### config.mk
export PLATFORM = sky130hd
export DESIGN_NAME = mem_bus_arbiter
export DESIGN_NICKNAME = d
export VERILOG_FILES = /design/src/rtl/mem_bus_arbiter.sv
export SDC_FILE = /design/constraint.sdc
export NUM_CORES = 1
export LEC_CHECK = 0
export CORE_MARGIN = 2
export CORE_UTILIZATION = 25
export DETAILED_ROUTE_END_ITERATION = 8
export PLACE_DENSITY = 0.62
export SLEW_MARGIN = 5
export SYNTH_ARGS = -nofsm -noshare
export SYNTH_HDL_FRONTEND = slang
export SYNTH_SLANG_ARGS = --single-unit
### constraint.sdc
create_clock -name clk -period 2.5 [get_ports clk]
set_input_delay 0.75 -clock clk [delete_from_list [all_inputs] [get_ports clk]]
set_output_delay 0.75 -clock clk [all_outputs]
set_load 0.05 [all_outputs]
### src/rtl/mem_bus_arbiter.sv
// Round-robin arbiter sharing the mem_bus request port between fetch (F) and load/store (D).
// Holds the bus fields for the whole transaction, inserts one idle cycle between requests and aborts stuck transfers.
module mem_bus_arbiter #(
  parameter int ADDR_W    = 18,
  parameter int TIMEOUT_W = 12
) (
  input  logic              clk,
  input  logic              rst_n,
  input  logic              f_start,
  input  logic [ADDR_W-1:0] f_addr,
  input  logic [2:0]        f_num_bytes,
  output logic              f_done,
  output logic [31:0]       f_rdata,
  input  logic              d_start,
  input  logic [ADDR_W-1:0] d_addr,
  input  logic [2:0]        d_num_bytes,
  input  logic              d_is_write,
  input  logic [31:0]       d_wdata,
  output logic              d_done,
  output logic [31:0]       d_rdata,
  output logic              err,
  output logic              bus_start,
  output logic [ADDR_W-1:0] bus_addr,
  output logic [2:0]        bus_num_bytes,
  output logic              bus_is_write,
  output logic [31:0]       bus_wdata,
  input  logic              bus_done,
  input  logic [31:0]       bus_rdata
);

  typedef enum logic [1:0] {
    IDLE    = 2'd0,
    BUSY    = 2'd1,
    RELEASE = 2'd2
  } state_t;

  // Watchdog fires on the busy cycle that would take it to all-ones.
  localparam logic [TIMEOUT_W-1:0] WD_LAST = {{(TIMEOUT_W-1){1'b1}}, 1'b0};
  localparam logic [TIMEOUT_W-1:0] WD_ONE  = {{(TIMEOUT_W-1){1'b0}}, 1'b1};

  state_t               state, state_nxt;
  logic                 last_grant_d;
  logic                 gnt_d;
  logic [TIMEOUT_W-1:0] wdog;
  logic                 f_pend, d_pend;
  logic                 take_f, take_d;
  logic                 fin, fin_to;

  assign f_pend = f_start & ~f_done;
  assign d_pend = d_start & ~d_done;

  always_ff @(posedge clk) begin
    if (!rst_n) state <= IDLE;
    else        state <= state_nxt;
  end

  always_comb begin
    state_nxt = state;
    take_f    = 1'b0;
    take_d    = 1'b0;
    fin       = 1'b0;
    fin_to    = 1'b0;
    case (state)
      IDLE: begin
        if (d_pend && (!f_pend || !last_grant_d)) begin
          take_d    = 1'b1;
          state_nxt = BUSY;
        end else if (f_pend) begin
          take_f    = 1'b1;
          state_nxt = BUSY;
        end
      end
      BUSY: begin
        if (bus_done) begin
          fin       = 1'b1;
          state_nxt = RELEASE;
        end else if (wdog == WD_LAST) begin
          fin       = 1'b1;
          fin_to    = 1'b1;
          state_nxt = RELEASE;
        end
      end
      RELEASE: state_nxt = IDLE;
      default: state_nxt = IDLE;
    endcase
  end

  always_ff @(posedge clk) begin
    if (!rst_n) begin
      bus_start     <= 1'b0;
      bus_addr      <= '0;
      bus_num_bytes <= '0;
      bus_is_write  <= 1'b0;
      bus_wdata     <= '0;
      f_done        <= 1'b0;
      d_done        <= 1'b0;
      f_rdata       <= '0;
      d_rdata       <= '0;
      err           <= 1'b0;
      last_grant_d  <= 1'b0;
      gnt_d         <= 1'b0;
      wdog          <= '0;
    end else begin
      if (take_f || take_d) begin
        bus_start     <= 1'b1;
        bus_addr      <= take_d ? d_addr : f_addr;
        bus_num_bytes <= take_d ? d_num_bytes : f_num_bytes;
        bus_is_write  <= take_d & d_is_write;
        bus_wdata     <= take_d ? d_wdata : '0;
        gnt_d         <= take_d;
        last_grant_d  <= take_d;
        wdog          <= '0;
      end
      if (state == BUSY && !fin) wdog <= wdog + WD_ONE;

      // Done flags follow their start; a completion this edge takes precedence.
      if (!f_start) f_done <= 1'b0;
      if (!d_start) d_done <= 1'b0;
      if (fin) begin
        bus_start <= 1'b0;
        err       <= fin_to;
        if (gnt_d) begin
          d_done  <= 1'b1;
          d_rdata <= fin_to ? '0 : bus_rdata;
        end else begin
          f_done  <= 1'b1;
          f_rdata <= fin_to ? '0 : bus_rdata;
        end
      end
    end
  end

endmodule

==> results of run 1 <==
[final cells by class]
class / count / share of cell area (%)
Sequential cell: 137 / 31.5
Timing Repair Buffer: 258 / 30.1
Multi-Input combinational cell: 467 / 27.8
Clock buffer: 19 / 5.08
Tap cell: 280 / 4.02
Clock inverter: 13 / 1.39
Inverter: 4 / 0.201
[through the flow]
stage                     area, µm²  power (µW)
after floorplan                5450        3130
after global placement         8140        3700
after detailed placement       8140        3700
after CTS                      8700        6140
after global routing           8720        6320
final                          8720        6060
[final timing paths]
kind | depth (start not counted) | end | startpoint | slack (ns)
hold / removal | 2 | f_rdata[24] | f_rdata[24] | 0.46
setup / recovery | 1 | bus_addr[13] | bus_addr[13] | 0.11
setup reg to reg | 7 | wdog[3] | wdog[0] | 0.41
hold reg to reg | 2 | f_rdata[24] | f_rdata[24] | 0.46
[where the power goes]
part,total [µW],switching [µW],internal [µW]
Combinational,1270,769,497
Sequential,2380,78.3,2300
Clock,2410,1010,1400
Total,6060,1850,4200
[state kept, by name (all words and copies together), names as in the netlist, 2 cells and up]
register,count
bus_wdata,32
d_rdata,32
f_rdata,32
bus_addr,18
wdog,12
bus_num_bytes,3
state,2
[per-layer routing]
metal	share of wire [%]	track usage, %	vias to the layer above
li1	-	-	2772
met1	43	19.5	2633
met2	45	24.8	200
met3	11	7.90	11
met4	0.79	3.70	0
met5	0	0	-
[kinds of logic (layout without fill, tap and decap cells)]
logic type | Yosys count | in the layout
adders and majority gates | 2 | 2
buffers and inverters | 62 | 294
DFF | 137 | 137
and+or+nand+nor | 318 | 318
AOI/OAI and AO/OA | 147 | 147
[cells in the mapped netlist, drive strengths merged, types with 3 or more instances]
master / number / area [µm²]
o31ai: 5 / 37.5
nor2: 24 / 90.1
a311oi: 21 / 184
nand3b: 3 / 22.5
nand4: 6 / 52.6
nor2b: 4 / 25.0
or4: 8 / 60.1
o221ai: 3 / 26.3
nand2: 152 / 571
a21oi: 107 / 543
dfxtp: 137 / 2740
nand3: 105 / 526
inv: 4 / 15.0
clkbuf: 36 / 135
buf: 22 / 166
==> metrics.yaml, run 1 <==
synth_top_family_by_area: "simple AND/OR/NAND/NOR gates"
holdBufCountCts: 0
fmax_ghz: 0.419
synth_xor_area_share_pct: 0
ys_seq_area_share_pct: 50.3
worst_pin_slew_ns: 0.734
final_common_cell: "clkdlybuf4s50_1"
drc_errors: 0
timing.final.ws_setup_ns: 0.115
crit_path_end_kind: "primary output"
n_antenna_cell: 0
syn_to_final_growth_pct: 59.9
final_cell_mix: "clkdlybuf4s50_1 (233), nand2_1 (151), dfxtp_1 (137)"
avgRoutedWirePerCell_um: 15.5
grt_pass1_vias: 5380
syn_area_mm2: 0.00545
cts.clk_slew.worst_paths_ns: 0.06
grt_max_degree: 64
finalHoldViolCount: 0
gr-usage-all-layers_pct: 15.8
crit_buf_inv: 1
place_congestion: 0.762
critical_path_class: "flip-flop to primary output"
syn_nets: 780
cts.path.max_buffers: 2
start_util_pct: 25.2
critPathLaunchType: "flip-flop"
drt_pass1_iterations: 4
root_buffer: "clkbuf_16"
slew_headroom_pct: 50.9
setup_violations: 0
multi_input_area_mm2: 0.00242
die_h_um: 152
max_cap_violations: 0
hold_path_class: "flip-flop to flip-flop"
hold_ws_ns: 0.464
coreArea_mm2: 0.0216
yosys_warnings: 0
period_share_pct: 95.4
wirelength_um: 18300
fin_cells: 1178
finish.utilization_pct: 40.3
yosys.area_share.simple_pct: 26.8
synth.distinct_cells: 42
cp_max_fo: 2
final_nets: 999
ys.flop_type: "dfxtp_1"
slowest_stage: "clkdlybuf4s50_1"
rsz0062_at_grt: "false"
ctsResizeCount: 0
synth_enable_flop_cells: 0
numCtsBuffers: 17
cp_slowest_stage_delay_ns: 0.83
postCtsSetupBuffers: 0
cp_cell_sequence: "clkdlybuf4s50_1"
ys_ff_latch: 137
portBuffers: 233
synth_mux_area_share_pct: 0
synth.avg_cell_area_um2: 8.18
cp_top_family: "buffers and inverters"
first_iter_violations: 236
vdd_drop_max_uv: 426
report.final.slew_viol_count: 0
fin_worst_skew_ns: 0.0141
period_minus_slack_ns: 2.39
io-pin-count: 234
place_inst: 1146
htree_levels: 4
via_count: 5616
grt_antenna_before_repair: 0
numClockSinks: 137
drive_gt1_share_pct: 7.91
insertion_delay_ns: 0.42
vias_per_cell: 4.77
powerDensity_mw_per_mm2: 695
synth_compound_gate_area_share_pct: 16.6
overflow: 0
die-area_mm2: 0.0230
critical_path_arrival_ns: 1.64
ant_nets: 0
fillerInstances: 2189
die-width_um: 152
async_flop_share_pct: 0
synth-adder-area-share_pct: 0.459
grt_pass1_wl_um: 28300
p_leak_uw: 0.00297
status: "complete, no violations"
num_rows: 54
tritoncts: "done"
ff_latch_area_mm2: 0.00274
tns_ns: 0
syn_inst: 666
place_ws_ns: -0.0600
post-dp-hpwl_um: 12500
worstPathRequired_ns: 1.75
(Power assumes the default switching activity.)
==> inputs of run 2 (changes only) <==
--- a/config.mk
+++ b/config.mk
@@ -5,6 +5,8 @@
 export SDC_FILE = /design/constraint.sdc
 export NUM_CORES = 1
 export LEC_CHECK = 0
+export ABC_CLOCK_PERIOD_IN_PS = 2500
+export CORE_ASPECT_RATIO = 0.6
 export CORE_MARGIN = 2
 export CORE_UTILIZATION = 25
 export DETAILED_ROUTE_END_ITERATION = 8
==> run 2 against run 1 <==
Compared with the run above: core utilization rose by 1.4 points; clock skew shrank 0.0016 ns; via count increased by 0.14%; combinational power hardly changed; count of clock-buffer cells in the layout rose by 6; critical path depth is the same; die area is 0.17% higher.
==> metrics.yaml, run 2 (synthesis results as in run 1) <==
vias_per_cell: 4.75
syn_to_final_growth_pct: 62.3
clock_power_share_pct: 43.3
post-dp-hpwl_um: 12600
via_count: 5624
n_antenna_cell: 0
die-area_mm2: 0.0230
holdBufCountCts: 0
htree_levels: 4
reg.largest.list: "bus_wdata (32), d_rdata (32), f_rdata (32)"
cts.clk_slew.worst_paths_ns: 0.06
cts.path.max_buffers: 2
place_ws_ns: -0.0330
internal_power_uw: 4630
worst_pin_slew_ns: 1.12
status: "complete, no violations"
numCtsBuffers: 17
grt_max_degree: 91
coreArea_mm2: 0.0212
avgRoutedWirePerCell_um: 15.8
grt_antenna_before_repair: 0
fin_worst_skew_ns: 0.0125
report.final.slew_viol_count: 0
hold_path_class: "flip-flop to flip-flop"
ctsResizeCount: 0
rrSetupSlack_ns: 0.14
vdd_drop_max_uv: 466
total_power_uw: 6450
start_util_pct: 25.7
drt_pass1_iterations: 4
critPathLaunchType: "flip-flop"
insertion_delay_ns: 0.43
finalHoldViolCount: 0
io-pin-count: 234
die_h_um: 118
powerDensity_mw_per_mm2: 729
die-width_um: 195
portBuffers: 233
timing.final.ws_setup_ns: 0.101
cp_cell_sequence: "clkdlybuf4s50_1"
grt_pass1_vias: 5394
setup_violations: 0
numClockSinks: 137
ant_nets: 0
p_leak_uw: 0.00304
cp_top_family: "buffers and inverters"
first_iter_violations: 330
critical_path_arrival_ns: 1.65
critical_path_class: "flip-flop to primary output"
grt_pass1_wl_um: 29400
design_area_mm2: 0.00885
rsz0062_at_grt: "false"
seqPwrFrac_pct: 36.8
period_share_pct: 96.0
crit_path_end_kind: "primary output"
overflow: 0
cp_max_fo: 4
max_cap_violations: 0
num_rows: 41
final_common_cell: "clkdlybuf4s50_1"
slew_headroom_pct: 24.5
slowest_stage: "clkdlybuf4s50_1"
period_minus_slack_ns: 2.40
postCtsSetupBuffers: 0
fin_cells: 1183
wirelength_um: 18700
place_inst: 1151
fmax_ghz: 0.417
cp_slowest_stage_delay_ns: 0.86
drive_gt1_share_pct: 8.41
place_area_mm2: 0.00820
drc_errors: 0
root_buffer: "clkbuf_16"
p_sw_uw: 1820
worstPathRequired_ns: 1.75
combPwrFrac_pct: 19.9
final_cell_mix: "clkdlybuf4s50_1 (233), nand2_1 (151), dfxtp_1 (137)"
place_congestion: 0.794
crit_buf_inv: 1
final_nets: 1005
tritoncts: "done"
swShare_pct: 28.1
gr-usage-all-layers_pct: 16.1
==> run 2: final timing paths <==
| check | from | endpoint | cells after the start |
|---|---|---|---|
| worst max-delay path | d_done | d_done | 1 |
| worst min-delay path | f_rdata[1] | f_rdata[1] | 2 |
| worst max register to register | wdog[0] | wdog[2] | 7 |
| worst min register to register | f_rdata[1] | f_rdata[1] | 2 |
==> run 2: stage by stage <==
stage / TNS [ns] / utilization [%] / hold slack [ns]
floorplan: 0 / - / 0.461
global placement: -0.0205 / 38.7 / 0.452
detailed placement: -0.190 / 38.7 / 0.458
CTS: 0 / 41.8 / 0.466
global route: 0 / 41.8 / 0.482
finish: 0 / 41.8 / 0.463
==> run 2: worst min-delay path, cell delays in order (launching register included) <==
cell,delay (ns)
dfxtp_1,0.31
nand3_1,0.06
a21oi_1,0.05
==> run 2: cell type report <==
type                       instances  area (µm²)
clock inverter                     7         135
tap                              279         349
multi-input combinational        467        2410
fill                            2098       12300
sequential                       137        2740
timing repair buffer             264        2680
clock buffer                      25         515
inverter                           4        17.5
==> run 2: power groups by stage <==
stage | combinational, µW | sequential (µW) | clock [µW]
after floorplan | 329 | 2800 | 0
after global placement | 1290 | 2420 | 0
after detailed placement | 1290 | 2420 | 0
after CTS | 1290 | 2370 | 2870
after global routing | 1360 | 2390 | 2950
final | 1280 | 2370 | 2790
==> run 2: layer usage <==
metal / wire length, µm / track usage (%) / vias to the layer above
met2: 7530 / 22.5 / 184
met4: 190 / 4.52 / 0
met3: 2020 / 8.39 / 15
met1: 8920 / 21.4 / 2645
li1: - / - / 2780
met5: 0 / 0 / -
